### config.mk
export PLATFORM = sky130hd
export DESIGN_NAME = spi_arbiter_flat
export DESIGN_NICKNAME = d
export VERILOG_FILES = /design/src/rtl/spi_arbiter_if.sv /design/src/rtl/spi_arbiter.sv /design/src/flat_wrapper.sv
export SDC_FILE = /design/constraint.sdc
export NUM_CORES = 1
export LEC_CHECK = 0
export CAP_MARGIN = 40
export CORE_UTILIZATION = 30
export DETAILED_ROUTE_END_ITERATION = 10
export PLACE_DENSITY = 0.7
export SYNTH_ARGS = -nofsm -noshare
export SYNTH_HDL_FRONTEND = slang
export SYNTH_SLANG_ARGS = --single-unit
### constraint.sdc
create_clock -name clk -period 6.4 [get_ports clk]
set_input_delay 1.92 -clock clk [delete_from_list [all_inputs] [get_ports clk]]
set_output_delay 1.92 -clock clk [all_outputs]
set_load 0.02 [all_outputs]
### src/rtl/spi_arbiter_if.sv
// Bundle between the SPI arbiter, its requesters and the shared SPI byte engine.
// The arbiter side uses modport master; requesters/engine (or a bench) use slave.
interface spi_arbiter_if #(
  parameter int NUM_REQ = 2
);
  localparam int OW = (NUM_REQ > 1) ? $clog2(NUM_REQ) : 1;

  logic [NUM_REQ-1:0]   req;
  logic [NUM_REQ-1:0]   last;
  logic [8*NUM_REQ-1:0] tx_data;
  logic [NUM_REQ-1:0]   ack;
  logic [7:0]           rx_data;
  logic [NUM_REQ-1:0]   rx_valid;
  logic [NUM_REQ-1:0]   err;
  logic [OW-1:0]        owner;
  logic                 busy;
  logic                 ss_n;
  logic                 spi_start;
  logic [7:0]           spi_tx_data;
  logic                 spi_done;
  logic [7:0]           spi_rx_data;

  modport master (
    input  req, last, tx_data, spi_done, spi_rx_data,
    output ack, rx_data, rx_valid, err, owner, busy, ss_n, spi_start, spi_tx_data
  );

  modport slave (
    output req, last, tx_data, spi_done, spi_rx_data,
    input  ack, rx_data, rx_valid, err, owner, busy, ss_n, spi_start, spi_tx_data
  );
endinterface

### src/rtl/spi_arbiter.sv
// Round-robin burst arbiter in front of one SPI byte engine; owns slave-select
// setup/hold/gap timing and aborts bursts whose owner stalls between bytes.
module spi_arbiter #(
  parameter int NUM_REQ      = 2,
  parameter int CS_SETUP     = 2,
  parameter int CS_HOLD      = 2,
  parameter int CS_GAP       = 4,
  parameter int IDLE_TIMEOUT = 256
) (
  input  logic         clk,
  input  logic         rst_n,
  spi_arbiter_if.master bus
);
  localparam int OW   = (NUM_REQ > 1) ? $clog2(NUM_REQ) : 1;
  localparam int M0   = (CS_SETUP > CS_HOLD) ? CS_SETUP : CS_HOLD;
  localparam int M1   = (CS_GAP > IDLE_TIMEOUT) ? CS_GAP : IDLE_TIMEOUT;
  localparam int CMAX = (M0 > M1) ? M0 : M1;
  localparam int CW   = $clog2(CMAX + 1);

  typedef enum logic [2:0] {IDLE, SETUP, ISSUE, XFER, HOLD, GAP} state_t;

  state_t        r_state;
  logic [OW-1:0] r_owner;
  logic [OW-1:0] r_rr;
  logic [CW-1:0] r_cnt;
  logic          r_last;
  logic          r_ss_n;

  logic [NUM_REQ-1:0] w_onehot;
  logic [CW-1:0]      w_cnt_inc;
  logic               w_req_own;
  logic               w_issue;
  logic               w_abort;
  logic               w_done;
  logic               w_found;
  logic [OW-1:0]      w_pick;
  logic [OW-1:0]      w_k;

  assign w_onehot  = NUM_REQ'(1) << r_owner;
  assign w_cnt_inc = (r_cnt == CW'(CMAX)) ? r_cnt : r_cnt + 1'b1;
  assign w_req_own = bus.req[r_owner];
  assign w_issue   = (r_state == ISSUE) && w_req_own;
  assign w_abort   = (r_state == ISSUE) && !w_req_own && (r_cnt == CW'(IDLE_TIMEOUT - 1));
  assign w_done    = (r_state == XFER) && bus.spi_done;

  // First pending request at or after the round-robin pointer, wrapping.
  always_comb begin
    w_found = 1'b0;
    w_pick  = '0;
    w_k     = '0;
    for (int i = 0; i < NUM_REQ; i++) begin
      w_k = OW'((int'(r_rr) + i) % NUM_REQ);
      if (!w_found && bus.req[w_k]) begin
        w_found = 1'b1;
        w_pick  = w_k;
      end
    end
  end

  assign bus.ack         = w_issue ? w_onehot : '0;
  assign bus.spi_start   = w_issue;
  assign bus.spi_tx_data = w_issue ? bus.tx_data[{r_owner, 3'b000} +: 8] : 8'h00;
  assign bus.rx_valid    = w_done ? w_onehot : '0;
  assign bus.rx_data     = w_done ? bus.spi_rx_data : 8'h00;
  assign bus.err         = w_abort ? w_onehot : '0;
  assign bus.owner       = r_owner;
  assign bus.busy        = (r_state != IDLE);
  assign bus.ss_n        = r_ss_n;

  always_ff @(posedge clk or negedge rst_n) begin
    if (!rst_n) begin
      r_state <= IDLE;
      r_owner <= '0;
      r_rr    <= '0;
      r_cnt   <= '0;
      r_last  <= 1'b0;
      r_ss_n  <= 1'b1;
    end else begin
      case (r_state)
        IDLE: if (w_found) begin
          r_owner <= w_pick;
          r_ss_n  <= 1'b0;
          r_cnt   <= '0;
          r_state <= SETUP;
        end
        SETUP: if (r_cnt == CW'(CS_SETUP - 1)) begin
          r_cnt   <= '0;
          r_state <= ISSUE;
        end else r_cnt <= w_cnt_inc;
        // The counter doubles as the stall timer while waiting for the owner.
        ISSUE: if (w_issue) begin
          r_last  <= bus.last[r_owner];
          r_cnt   <= '0;
          r_state <= XFER;
        end else if (w_abort) begin
          r_cnt   <= '0;
          r_state <= HOLD;
        end else r_cnt <= w_cnt_inc;
        XFER: if (bus.spi_done) r_state <= r_last ? HOLD : ISSUE;
        HOLD: if (r_cnt == CW'(CS_HOLD - 1)) begin
          r_ss_n  <= 1'b1;
          r_cnt   <= '0;
          r_state <= GAP;
        end else r_cnt <= w_cnt_inc;
        GAP: if (r_cnt == CW'(CS_GAP - 1)) begin
          r_rr    <= (r_owner == OW'(NUM_REQ - 1)) ? '0 : r_owner + 1'b1;
          r_cnt   <= '0;
          r_state <= IDLE;
        end else r_cnt <= w_cnt_inc;
        default: r_state <= IDLE;
      endcase
    end
  end
endmodule

### src/flat_wrapper.sv
// flat-port wrapper written by rule: the top's interface ports become plain ports
module spi_arbiter_flat 
#(
  parameter int NUM_REQ      = 2,
  parameter int CS_SETUP     = 2,
  parameter int CS_HOLD      = 2,
  parameter int CS_GAP       = 4,
  parameter int IDLE_TIMEOUT = 256
)
  (clk, rst_n, bus_req, bus_last, bus_tx_data, bus_spi_done, bus_spi_rx_data, bus_ack, bus_rx_data, bus_rx_valid, bus_err, bus_owner, bus_busy, bus_ss_n, bus_spi_start, bus_spi_tx_data);
  spi_arbiter_if #(.NUM_REQ(NUM_REQ)) bus_i ();
  input  logic clk;
  input  logic rst_n;
  input wire logic [$bits(bus_i.req)-1:0] bus_req;
  input wire logic [$bits(bus_i.last)-1:0] bus_last;
  input wire logic [$bits(bus_i.tx_data)-1:0] bus_tx_data;
  input wire logic [$bits(bus_i.spi_done)-1:0] bus_spi_done;
  input wire logic [$bits(bus_i.spi_rx_data)-1:0] bus_spi_rx_data;
  output wire logic [$bits(bus_i.ack)-1:0] bus_ack;
  output wire logic [$bits(bus_i.rx_data)-1:0] bus_rx_data;
  output wire logic [$bits(bus_i.rx_valid)-1:0] bus_rx_valid;
  output wire logic [$bits(bus_i.err)-1:0] bus_err;
  output wire logic [$bits(bus_i.owner)-1:0] bus_owner;
  output wire logic [$bits(bus_i.busy)-1:0] bus_busy;
  output wire logic [$bits(bus_i.ss_n)-1:0] bus_ss_n;
  output wire logic [$bits(bus_i.spi_start)-1:0] bus_spi_start;
  output wire logic [$bits(bus_i.spi_tx_data)-1:0] bus_spi_tx_data;
  assign bus_i.req = bus_req;
  assign bus_i.last = bus_last;
  assign bus_i.tx_data = bus_tx_data;
  assign bus_i.spi_done = bus_spi_done;
  assign bus_i.spi_rx_data = bus_spi_rx_data;
  assign bus_ack = bus_i.ack;
  assign bus_rx_data = bus_i.rx_data;
  assign bus_rx_valid = bus_i.rx_valid;
  assign bus_err = bus_i.err;
  assign bus_owner = bus_i.owner;
  assign bus_busy = bus_i.busy;
  assign bus_ss_n = bus_i.ss_n;
  assign bus_spi_start = bus_i.spi_start;
  assign bus_spi_tx_data = bus_i.spi_tx_data;
  spi_arbiter #(.NUM_REQ(NUM_REQ), .CS_SETUP(CS_SETUP), .CS_HOLD(CS_HOLD), .CS_GAP(CS_GAP), .IDLE_TIMEOUT(IDLE_TIMEOUT)) u_core (.clk(clk), .rst_n(rst_n), .bus(bus_i));
endmodule
Yosys cells after proc, flatten, opt, wreduce, memory -nomap -nowiden
Index checks and enable logic that the tools add are counted.
{"block": "word_totals", "reg_bits": 16, "inputBits": 31, "word_cells": 84}
{"block": "op_classes", "addsub": 3, "order_cmp": 3, "n_eq_ne": 15, "n_shift": 2, "n_mux": 37, "n_reduce_logical": 18}
{"cell": "$mux W9", "n": 6}
{"cell": "$pmux W9 S4", "n": 1}
{"cell": "$mux W3", "n": 8}
{"cell": "$pmux W3 S6", "n": 1}
{"cell": "$mux W8", "n": 2}
{"cell": "$shiftx A16 B5 Y8", "n": 1}
{"cell": "$mux W1", "n": 15}
{"cell": "$add A9 B1 Y9 const B", "n": 1}
{"cell": "$eq A9 B1 Y1 const B", "n": 1}
{"cell": "$eq A9 B2 Y1 const B", "n": 1}
{"cell": "$eq A9 B8 Y1 const B", "n": 1}
{"cell": "$eq A9 B9 Y1 const B", "n": 1}
{"cell": "$ne A2 B1 Y1 const B", "n": 4}
{"cell": "$reduce_and A2 Y1", "n": 4}
{"cell": "$eq A3 B2 Y1 const B", "n": 2}
{"cell": "$eq A3 B3 Y1 const B", "n": 2}
{"cell": "$lt A1 B2 Y1 const B", "n": 3}
{"cell": "$mux W2", "n": 3}
{"cell": "$reduce_and A6 Y1", "n": 1}
{"cell": "$logic_and A1 B1 Y1", "n": 5}
{"cell": "$reduce_bool A4 Y1", "n": 1}
{"cell": "$eq A3 B1 Y1 const B", "n": 1}
{"cell": "$logic_not A3 Y1", "n": 1}
{"cell": "$ne A3 B1 Y1 const B", "n": 1}
{"cell": "other kinds (9)", "n": 11}

Depth between registers and ports, before layout
{"block": "logic_depth", "depth_word": 8, "mapped_depth": 11, "depth_no_buf": 10}

Worst setup path after synthesis
OpenSTA, ideal clock, no wires.
{"block": "synth_path", "kind": "input -> output", "startpoint": "input port bus_req[0]", "endpoint": "output port bus_spi_tx_data[0]", "arrival_ns": 2.858, "setup_slack_ns": 1.622, "path_stages": 2, "cell_sequence": "nor3b_2 > a22o_1"}
{"block": "synth_between", "elab_chain_len": 4}
{"item": "start: declaration", "line": "flat_wrapper.sv:14", "rtl": "input wire logic [$bits(bus_i.req)-1:0] bus_req;"}
{"item": "$mux W1 (implied by the code) (2 in a row)", "line": "spi_arbiter.sv:41", "rtl": "assign w_req_own = bus.req[r_owner];"}
{"item": "$logic_and A1 B1 Y1", "line": "spi_arbiter.sv:42", "rtl": "assign w_issue = (r_state == ISSUE) && w_req_own;"}
{"item": "$mux W8", "line": "spi_arbiter.sv:62", "rtl": "assign bus.spi_tx_data = w_issue ? bus.tx_data[{r_owner, 3'b000} +: 8] : 8'h00;"}
{"item": "end: declaration", "line": "flat_wrapper.sv:27", "rtl": "output wire logic [$bits(bus_i.spi_tx_data)-1:0] bus_spi_tx_data;"}
No other way between the ends. The select of a mux whose other input is x is not followed.

Worst setup path in the final report
{"block": "layout_path", "startpoint": "input port bus_req[0]", "endpoint": "output port bus_spi_tx_data[7]"}
Same word-level chain as after synthesis.

==> impl_metrics.tcl <==
set metrics [dict create \
    status "finished clean" \
    synth_edf_count 0 \
    synth_cells 137 \
    maxSlewViolCount 0 \
    postCtsResizedCells 0 \
    n_antenna_cell 0 \
    area_growth_pct 51.30 \
    worstPathMaxFanout 10 \
    critPathLaunchType "primary input" \
    cts_max_level 1 \
    synth.cell_area_um2 1205 \
    final_common_cell "clkdlybuf4s50_1" \
    cts_root_buf "clkbuf_8" \
    synthFlopType "dfrtp_1" \
    fmax_mhz 170.7 \
    die_h_um 65.38 \
    final_cell_mix "clkdlybuf4s50_1 (56), dfrtp_1 (15), o21ai_0 (11)" \
    post-route-min-period_ps 5859 \
    cts_tree "done" \
    layout-drive-gt1-share_pct 4.233 \
    finalHoldViolCount 0 \
    fin_nets 225 \
    viasPerCell 5.093 \
    worstSetupPathType "in2out" \
    fillers 373 \
    die-area_um2 4274 \
    max_slew.worst_pin.slew_ps 689.0 \
    rows 22 \
    multi_input_area_um2 733.2 \
    drt_wl_total_um 3245 \
    initial_core_util_pct 32.19 \
    die_w_um 65.38 \
    gp_congestion 0.7454 \
    final_antenna_net_count 0 \
    min_period_over_period_pct 91.54 \
    track_usage_pct 15.41 \
    synth_nets 172 \
    antenna_found_initial 0 \
    yosysSeqAreaShare_pct 33.33 \
    core_area_um2 3744 \
    wire_per_inst_um 13.69 \
    rsz0062_at_grt "false" \
    critPathRequiredTime_ps 4480 \
    cts_hold_buf 0 \
    cellPowerDensity_nw_per_um2 111.0 \
    fin_skew_ps 9.132 \
    timing.slew.headroom_pct 52.75 \
    io_buffers 56 \
    drt_iter0_drc 30 \
    seq_area_um2 401.6 \
    clk_pin_slew_worst_paths_ps 60 \
    power.leakage_nw 0.7626 \
    tns_ps 0 \
    postCtsSetupBuffers 0 \
    ys_async_sr_fraction_pct 100.0 \
    ir_drop_mv 0.09659 \
    hpwl_um 2613 \
    clock_tree.buffer_depth 2 \
    grt_pass1_wl_um 5147 \
    hold_path_class "reg2reg" \
    use_met1_pct 20.47 \
    grt-busiest-layer "met2" \
    setup_viol 0 \
    end_kind "output pin" \
    yosys_warnings 0 \
    insertion_delay_ps 250 \
    grt_max_degree 21 \
    grt.overflow.total 0 \
    yosysUniqueCellTypes 42 \
    power_w 0.0002023 \
    max_cap_violations 0 \
    grt_pass1_vias 1130 \
    syn_area_per_cell_um2 8.795 \
    route.detailed.drc 0 \
    firstDrtPassIters 4 \
    cp.arrival_ps 3940 \
    clock-sinks 16 \
    cts_buffers 3 \
    num_vias 1207 \
    ys_ff_latch 16 \
    grtUsageMet2_pct 24.61 \
    grt_use_met3_pct 3.819 \
    pin_count 57 \
]
power by group:
| group | internal (W) | switching [W] |
|---|---|---|
| Combinational | 0.0000170 | 0.00000661 |
| Sequential | 0.000102 | 0.000000205 |
| Clock | 0.0000441 | 0.0000328 |
| Total | 0.000163 | 0.0000396 |
registers in the layout, summed over array words and instances, names as in the netlist:
register / cells
u_core.bus.owner: 1
u_core.bus.ss_n: 1
u_core.r_cnt: 9
u_core.r_last: 1
u_core.r_rr: 1
u_core.r_state: 3
routing by layer:
metal / share of wire [%] / routed length [um] / vias up
met2: 51 / 1668 / 17
li1: - / - / 610
met5: 0 / 0 / -
met1: 45 / 1458 / 574
met4: 1.2 / 40 / 0
met3: 2.4 / 77 / 6
synth_stat cells (3+ instances only):
| library cell | instances | share of area (%) |
|---|---|---|
| and2_1 | 9 | 4.7 |
| clkbuf_1 | 4 | 1.2 |
| nor2b_1 | 3 | 1.6 |
| a22o_1 | 8 | 5.8 |
| nor3_1 | 4 | 1.7 |
| a21o_1 | 7 | 4.4 |
| and3_1 | 7 | 3.6 |
| ha_1 | 4 | 4.2 |
| dfrtp_1 | 15 | 31 |
| o21ai_0 | 11 | 4.6 |
| a21oi_1 | 5 | 2.1 |
| nor3b_1 | 6 | 3.7 |
| nand3_1 | 6 | 2.5 |
| nand2_1 | 4 | 1.2 |
| nor2_1 | 6 | 1.9 |
| inv_1 | 6 | 1.9 |
kinds of logic after synthesis:
family                   after synthesis  synth area share [%]
XOR/XNOR                               1                0.7270
AND/OR/NAND/NOR                       56                 28.45
buffers and inverters                 14                 5.815
flip-flops                            16                 33.33
adder cells (fa/ha/maj)                4                 4.154
multiplexers                           3                 2.596
AO/OA/AOI/OAI                         43                 24.92
worst max-delay path, stage by stage:
cell and delay [ps]:
clkdlybuf4s50_1 600, nor3b_2 570, a22o_1 250, clkdlybuf4s50_1 600
area by class of cell:
class / count / share of cell area, %
Sequential cell: 16 / 22.03
Clock buffer: 4 / 2.471
Timing Repair Buffer: 56 / 30.75
Inverter: 6 / 1.235
Tap cell: 48 / 3.294
Multi-Input combinational cell: 107 / 40.22
path summary, 6_finish.rpt:
| kind | start | endpoint | slack, ps | cells after the start |
|---|---|---|---|---|
| worst max-delay path | bus_req[0] | bus_spi_tx_data[7] | 540 | 4 |
| worst min-delay path | u_core.r_rr$_DFFE_PN0P_ | u_core.r_rr$_DFFE_PN0P_ | 490 | 2 |
| worst max register to register | u_core.r_cnt[0]$_DFFE_PN0P_ | u_core.r_cnt[2]$_DFFE_PN0P_ | 3840 | 10 |
| worst min register to register | u_core.r_rr$_DFFE_PN0P_ | u_core.r_rr$_DFFE_PN0P_ | 490 | 2 |
| max in group asynchronous | rst_n | u_core.r_last$_DFFE_PN0P_ | 3830 | 1 |
| min in group asynchronous | rst_n | u_core.r_cnt[4]$_DFFE_PN0P_ | 2100 | 1 |
metrics by stage:
stage	instances	area, um2	worst slack [ps]	hold WS [ps]	util [%]
floorplan	137	1205	1622	449.0	-
global placement	233	1778	593.5	467.2	47.49
detailed placement	233	1778	530.9	485.2	47.49
CTS	237	1823	521.0	501.2	48.70
global route	237	1823	360.2	518.0	48.70
finish	237	1823	541.4	495.0	48.70
(Power assumes the default switching activity.)
